`src/rtl/logic_depth_pkg.sv`:
```
// ---------------------------------------------------------------------------
// logic_depth_pkg
// Shared types for the logic-depth path tools.
//   DEPTH_W        : width of one per-gate predicted depth.
//   gate_type_t    : 2-bit gate type carried alongside each depth beat.
//   acc_state_t    : path accumulator FSM states.
//   path_result_t  : one completed path. Field widths are fixed upper bounds,
//                    so users zero-extend narrower values into them
//                    (ACC_W <= 16, count width <= 8, ID_W <= 16).
// ---------------------------------------------------------------------------
package logic_depth_pkg;

  localparam int DEPTH_W   = 4;
  localparam int RES_ACC_W = 16;
  localparam int RES_CNT_W = 8;
  localparam int RES_ID_W  = 16;

  typedef enum logic [1:0] {
    GT_AND = 2'd0,
    GT_OR  = 2'd1,
    GT_XOR = 2'd2,
    GT_INV = 2'd3
  } gate_type_t;

  typedef enum logic {
    ST_IDLE  = 1'b0,
    ST_ACCUM = 1'b1
  } acc_state_t;

  typedef struct packed {
    logic [RES_ACC_W-1:0] depth;
    logic [RES_CNT_W-1:0] count;
    logic [DEPTH_W-1:0]   max_stage;
    logic                 violation;
    logic                 overflow;
    logic                 truncated;
    logic [RES_ID_W-1:0]  id;
  } path_result_t;

endpackage

```
`src/rtl/depth_stat_tracker.sv`:
```
// ---------------------------------------------------------------------------
// depth_stat_tracker
// Running worst-path statistics, updated on each result load.
//   clk_i, rst_i     : clock, synchronous active-high reset.
//   load_i           : a new path result is being loaded this cycle.
//   res_i            : the result being loaded.
//   worst_depth_o    : largest path depth seen (ties keep the earlier path).
//   worst_id_o       : ID of that path.
//   viol_cnt_o       : count of violating paths, saturating at 255.
// ---------------------------------------------------------------------------
module depth_stat_tracker
  import logic_depth_pkg::*;
#(
  parameter int ACC_W = 8,
  parameter int ID_W  = 8
) (
  input  logic             clk_i,
  input  logic             rst_i,
  input  logic             load_i,
  input  path_result_t     res_i,
  output logic [ACC_W-1:0] worst_depth_o,
  output logic [ID_W-1:0]  worst_id_o,
  output logic [7:0]       viol_cnt_o
);

  logic [ACC_W-1:0] worst_depth_q;
  logic [ID_W-1:0]  worst_id_q;
  logic [7:0]       viol_cnt_q;

  // Only some fields (and only the low bits of the wide ones) matter here.
  logic unused_res;
  assign unused_res = ^res_i;

  always_ff @(posedge clk_i) begin
    if (rst_i) begin
      worst_depth_q <= '0;
      worst_id_q    <= '0;
      viol_cnt_q    <= '0;
    end else if (load_i) begin
      // Strictly greater: a tie keeps the earlier path.
      if (res_i.depth[ACC_W-1:0] > worst_depth_q) begin
        worst_depth_q <= res_i.depth[ACC_W-1:0];
        worst_id_q    <= res_i.id[ID_W-1:0];
      end
      if (res_i.violation && (viol_cnt_q != 8'hFF)) begin
        viol_cnt_q <= viol_cnt_q + 8'd1;
      end
    end
  end

  assign worst_depth_o = worst_depth_q;
  assign worst_id_o    = worst_id_q;
  assign viol_cnt_o    = viol_cnt_q;

endmodule

```
`src/rtl/depth_path_accumulator.sv`:
```
// ---------------------------------------------------------------------------
// depth_path_accumulator
// Sums a stream of per-gate predicted depths into per-path results.
//   clk, rst            : clock, synchronous active-high reset.
//   in_valid/in_ready   : gate beat handshake; beat taken when both are 1.
//   in_depth            : predicted depth of one gate.
//   in_gate_type        : gate type, sampled but not used arithmetically.
//   in_last             : closes the current path.
//   cfg_limit           : violation threshold, stable while a path is open.
//   out_valid/out_ready : result handshake; result taken when both are 1.
//   out_path_depth      : saturated depth sum of the path.
//   out_gate_count      : gates in the path.
//   out_max_stage       : largest single gate depth in the path.
//   out_violation       : out_path_depth > cfg_limit at close time.
//   out_overflow        : the sum saturated somewhere along the path.
//   out_truncated       : path was closed by MAX_LEN rather than in_last.
//   out_path_id         : sequence number of the path (wraps).
//   stat_worst_depth/id : worst emitted path and its ID.
//   stat_viol_cnt       : violating paths, saturating at 255.
// Handshakes: a transfer happens on a rising clk edge where valid && ready;
// valid never waits on ready, and a held result stays stable until taken.
// ---------------------------------------------------------------------------
module depth_path_accumulator
  import logic_depth_pkg::*;
#(
  parameter int ACC_W   = 8,
  parameter int MAX_LEN = 16,
  parameter int ID_W    = 8
) (
  input  logic                         clk,
  input  logic                         rst,
  input  logic                         in_valid,
  output logic                         in_ready,
  input  logic [3:0]                   in_depth,
  input  logic [1:0]                   in_gate_type,
  input  logic                         in_last,
  input  logic [ACC_W-1:0]             cfg_limit,
  output logic                         out_valid,
  input  logic                         out_ready,
  output logic [ACC_W-1:0]             out_path_depth,
  output logic [$clog2(MAX_LEN+1)-1:0] out_gate_count,
  output logic [3:0]                   out_max_stage,
  output logic                         out_violation,
  output logic                         out_overflow,
  output logic                         out_truncated,
  output logic [ID_W-1:0]              out_path_id,
  output logic [ACC_W-1:0]             stat_worst_depth,
  output logic [ID_W-1:0]              stat_worst_id,
  output logic [7:0]                   stat_viol_cnt
);

  localparam int CNT_W = $clog2(MAX_LEN+1);

  acc_state_t         state_q;
  logic [ACC_W-1:0]   sum_q, sum_d, sum_base;
  logic [CNT_W-1:0]   cnt_q, cnt_d, cnt_base;
  logic [DEPTH_W-1:0] max_q, max_d, max_base;
  logic               ovf_q, ovf_d, ovf_base;
  logic [ID_W-1:0]    id_q;
  logic               out_valid_q;
  path_result_t       res_q, res_d;
  logic [ACC_W:0]     sum_wide;
  logic               fresh, close, beat, load;

  // Stall only while a result is pending and not being taken this cycle.
  assign in_ready = !out_valid_q || out_ready;
  assign beat     = in_valid && in_ready;
  assign load     = beat && close;

  always_comb begin
    // A beat taken in IDLE starts a fresh path, so the running values are
    // replaced by zeros before the beat is folded in.
    fresh    = (state_q == ST_IDLE);
    sum_base = fresh ? '0 : sum_q;
    cnt_base = fresh ? '0 : cnt_q;
    max_base = fresh ? '0 : max_q;
    ovf_base = fresh ? 1'b0 : ovf_q;

    sum_wide = {1'b0, sum_base} + (ACC_W+1)'(in_depth);
    sum_d    = sum_wide[ACC_W] ? '1 : sum_wide[ACC_W-1:0];
    ovf_d    = ovf_base | sum_wide[ACC_W];
    cnt_d    = cnt_base + CNT_W'(1);
    max_d    = (in_depth > max_base) ? in_depth : max_base;
    close    = in_last || (cnt_d == CNT_W'(MAX_LEN));

    res_d           = '0;
    res_d.depth     = RES_ACC_W'(sum_d);
    res_d.count     = RES_CNT_W'(cnt_d);
    res_d.max_stage = max_d;
    res_d.violation = (sum_d > cfg_limit);
    res_d.overflow  = ovf_d;
    res_d.truncated = !in_last;
    res_d.id        = RES_ID_W'(id_q);
  end

  always_ff @(posedge clk) begin
    if (rst) begin
      state_q     <= ST_IDLE;
      sum_q       <= '0;
      cnt_q       <= '0;
      max_q       <= '0;
      ovf_q       <= 1'b0;
      id_q        <= '0;
      out_valid_q <= 1'b0;
      res_q       <= '0;
    end else begin
      if (out_valid_q && out_ready) begin
        out_valid_q <= 1'b0;
      end
      if (beat) begin
        if (close) begin
          // A load in the same cycle as a take overrides the clear above.
          state_q     <= ST_IDLE;
          res_q       <= res_d;
          out_valid_q <= 1'b1;
          id_q        <= id_q + ID_W'(1);
        end else begin
          state_q <= ST_ACCUM;
          sum_q   <= sum_d;
          cnt_q   <= cnt_d;
          max_q   <= max_d;
          ovf_q   <= ovf_d;
        end
      end
    end
  end

  depth_stat_tracker #(
    .ACC_W (ACC_W),
    .ID_W  (ID_W)
  ) u_stats (
    .clk_i         (clk),
    .rst_i         (rst),
    .load_i        (load),
    .res_i         (res_d),
    .worst_depth_o (stat_worst_depth),
    .worst_id_o    (stat_worst_id),
    .viol_cnt_o    (stat_viol_cnt)
  );

  // Gate type is carried on the bus only; wide result fields are padded.
  logic unused_misc;
  assign unused_misc = ^{in_gate_type, res_q};

  assign out_valid      = out_valid_q;
  assign out_path_depth = res_q.depth[ACC_W-1:0];
  assign out_gate_count = res_q.count[CNT_W-1:0];
  assign out_max_stage  = res_q.max_stage;
  assign out_violation  = res_q.violation;
  assign out_overflow   = res_q.overflow;
  assign out_truncated  = res_q.truncated;
  assign out_path_id    = res_q.id[ID_W-1:0];

endmodule
```
`config.mk`:
```
export PLATFORM = sky130hd
export DESIGN_NAME = depth_path_accumulator
export DESIGN_NICKNAME = d
export VERILOG_FILES = /design/src/rtl/logic_depth_pkg.sv /design/src/rtl/depth_stat_tracker.sv /design/src/rtl/depth_path_accumulator.sv
export SDC_FILE = /design/constraint.sdc
export NUM_CORES = 1
export LEC_CHECK = 0
export CAP_MARGIN = 40
export CORE_AREA = 2 2 122 124
export DETAILED_ROUTE_END_ITERATION = 12
export DIE_AREA = 0 0 124 126
export GPL_ROUTABILITY_DRIVEN = 0
export GPL_TIMING_DRIVEN = 0
export PLACE_DENSITY_LB_ADDON = 0.08
export RECOVER_POWER = 50
export SLEW_MARGIN = 15
export SYNTH_ARGS = -nofsm -noshare
export SYNTH_HDL_FRONTEND = slang
export SYNTH_HIERARCHICAL = 1
export SYNTH_SLANG_ARGS = --single-unit
```
`constraint.sdc`:
```
create_clock -name clk -period 3.81 [get_ports clk]
set_clock_uncertainty 0.2 [all_clocks]
set_input_delay 0.381 -clock clk [delete_from_list [all_inputs] [get_ports clk]]
set_output_delay 0.381 -clock clk [all_outputs]
set_load 0.05 [all_outputs]
```
==> flow_summary_export.csv <==
group,metric,value,unit
outcome,outcome,"completed",
floorplanning,placementRows,44,
cts,cts_tree,"yes",
pwr,vdd_drop_max,0.000195,V
cts,cts_made_buffers,9,
cts,clk_latency,350,ps
final_layout,final_design_area_no_fill,0.00567,sq mm
placement,portbufs,70,
grt,gr-total-overflow,0,
final_layout,final_util,39.6,%
sta,setup_viol_count_final,0,
cts,clock_path_buffers,2,
synth,synthesis.area,0.00416,sq mm
floorplanning,initial_utilization,29.1,%
placement,dp_hpwl,8.33,mm
grt,grt.total_usage,15.5,%
sta,finalHoldViolCount,0,
flow_run,maxCapViolations,0,
synth,yosys_warnings,6,
final_layout,antenna_cells_inserted,0,
pwr,p_leak,2.45,nW
critical_path,worstSetupEndpointType,"register",
synth,postSynthAreaPerCell,9.21,sq um
sta,max_freq,273,MHz
sta,report.final.slew_viol_count,0,
cts,clock_sinks,80,
drt,route.antenna.remaining_nets,0,
floorplanning,io_pins,73,
critical_path,crit_required,3830,ps
drt,dr.pass1.iters,7,
critical_path,worstSetupPathType,"register to register",
grt,grt_pass1_wl,18.5,mm
sta,final.period_utilization,96.2,%
critical_path,path_max_fanout,7,
critical_path,crit_arrival,3690,ps
sta,layout_min_cycle_time,3660,ps
sta,worstMarginPinSlew,572,ps
floorplanning,die_h,126,um
grt,number_of_antenna_violations_at_the_first_check_in_global_routing,0,
final_layout,final_layout_size_suffix_gt1_share,14.1,%
cts,cts_root_buf,"sky130_fd_sc_hd__clkbuf_16",
final_layout,layout-area-overhead-vs-synth,36.3,%
grt,grt_max_degree,16,
final_layout,fin_nets,595,
drt,remaining_drc_errors,0,
placement,placed_cell_area,0.00510,sq mm
drt,finalWirelength,11.5,mm
grt,grt_pass1_vias,3530,
synth,postSynthNetCount,500,
floorplanning,core_area,0.0143,sq mm
floorplanning,die-width,124,um
drt,wl_per_cell,15.6,um
synth,post_synth_inst_count,452,
critical_path,crit_path_start_kind,"register",
cts,clk_pin_slew,60,ps
floorplanning,die_area,0.0156,sq mm
pwr,powerDensity,371,mW/mm^2
sta,setup_repair_after_global_routing_missed_its_margin,"true",
sta,max_slew_headroom_at_the_worst_pin,61.4,%
drt,drtIter0Drc,149,
drt,vias,3536,
drt,via_per_inst,4.80,
hold_path,hold_path.class,"register to register",
sta,hold-worst-slack,265,ps
cts,htree_levels,3,
==> cell type report <==
type                       count  area, sq um
buffer                        18          123
clock buffer                   9          225
clock inverter                 7          105
fill                        1452         8640
inverter                      31          116
multi-input combinational    321         2440
sequential                    80         1610
tap                          184          230
timing repair buffer          86          827
==> power breakdown <==
group	total (mW)	leakage (nW)	internal [mW]	switching (mW)
Sequential	0.869	0.648	0.855	0.0140
Combinational	0.270	1.64	0.112	0.158
Clock	0.964	0.158	0.582	0.382
==> state kept, by name, indices dropped and copies added, names as in the netlist, 4 cells and up <==
name and count:
cnt_q 5, id_q 8, max_q 4, out_gate_count 5, out_max_stage 4, out_path_depth 8
out_path_id 8, sum_q 8, u_stats/viol_cnt_o 8, u_stats/worst_depth_o 8, u_stats/worst_id_o 8
==> layer usage <==
layer  track usage, %  vias up  wire, um
met2             25.4       58      5650
met1             19.8     1669      5250
li1                 -     1796         -
met3             2.81       13       384
met4             6.54        0       197
met5                0        -         0
==> through the flow <==
| step | std cells | power, mW | worst slack (ps) | TNS (ps) |
|---|---|---|---|---|
| after floorplan | 452 | 1.06 | 7.52 | 0 |
| after global placement | 706 | 1.14 | -967 | -15850 |
| after detailed placement | 706 | 1.15 | -1000 | -16920 |
| after CTS | 732 | 2.14 | 20.5 | 0 |
| after global routing | 736 | 2.20 | -88.3 | -222 |
| final | 736 | 2.10 | 146 | 0 |
==> what timing repair did <==
item / CTS / global route
setup endpoints to repair: 25 / 24
resized for setup: 26 / 7
hold buffers: 0 / 0
pin swaps: 16 / 13
buffers inserted: 11 / 5
==> path summary, 6_finish.rpt <==
| path | from | endpoint | slack (ps) | cells past startpoint |
|---|---|---|---|---|
| setup / recovery | state_q | u_stats/viol_cnt_o[4] | 150 | 17 |
| hold / removal | out_max_stage[1] | out_max_stage[1] | 270 | 1 |
| setup reg to reg | state_q | u_stats/viol_cnt_o[4] | 150 | 17 |
| hold reg to reg | out_max_stage[1] | out_max_stage[1] | 270 | 1 |
==> placed cells by master, fill, tap and decap left out, types with 8 or more instances in the layout <==
master and n:
sky130_fd_sc_hd__buf_4 16, sky130_fd_sc_hd__nand2b_1 36, sky130_fd_sc_hd__clkbuf_16 9, sky130_fd_sc_hd__ha_1 26, sky130_fd_sc_hd__o21ai_0 12, sky130_fd_sc_hd__a22o_1 19
sky130_fd_sc_hd__nand3_1 11, sky130_fd_sc_hd__nor2_1 34, sky130_fd_sc_hd__xor2_1 8, sky130_fd_sc_hd__dlygate4sd3_1 51, sky130_fd_sc_hd__mux2i_1 26, sky130_fd_sc_hd__inv_1 30
sky130_fd_sc_hd__a21oi_1 20, sky130_fd_sc_hd__and2_1 8, sky130_fd_sc_hd__nand4_1 11, sky130_fd_sc_hd__nand2_1 19, sky130_fd_sc_hd__clkdlybuf4s50_1 18, sky130_fd_sc_hd__clkbuf_1 8
sky130_fd_sc_hd__a211oi_1 10, sky130_fd_sc_hd__dfxtp_1 79
==> worst max-delay path: stages (launching register included) <==
cell and delay (ps):
sky130_fd_sc_hd__dfxtp_4 370, sky130_fd_sc_hd__and2_4 150, sky130_fd_sc_hd__ha_4 150, sky130_fd_sc_hd__fa_2 390, sky130_fd_sc_hd__a211o_1 370, sky130_fd_sc_hd__a21oi_1 140, sky130_fd_sc_hd__a21o_1 200, sky130_fd_sc_hd__nor2_4 60
sky130_fd_sc_hd__ha_4 290, sky130_fd_sc_hd__nand2_2 60, sky130_fd_sc_hd__o21ai_2 150, sky130_fd_sc_hd__mux2i_1 100, sky130_fd_sc_hd__a21oi_2 210, sky130_fd_sc_hd__nand2_2 140, sky130_fd_sc_hd__a21oi_4 170, sky130_fd_sc_hd__and4_1 230
sky130_fd_sc_hd__xnor2_1 120, sky130_fd_sc_hd__nor2_1 50
No activity file was read; power rests on OpenSTA's default activity.
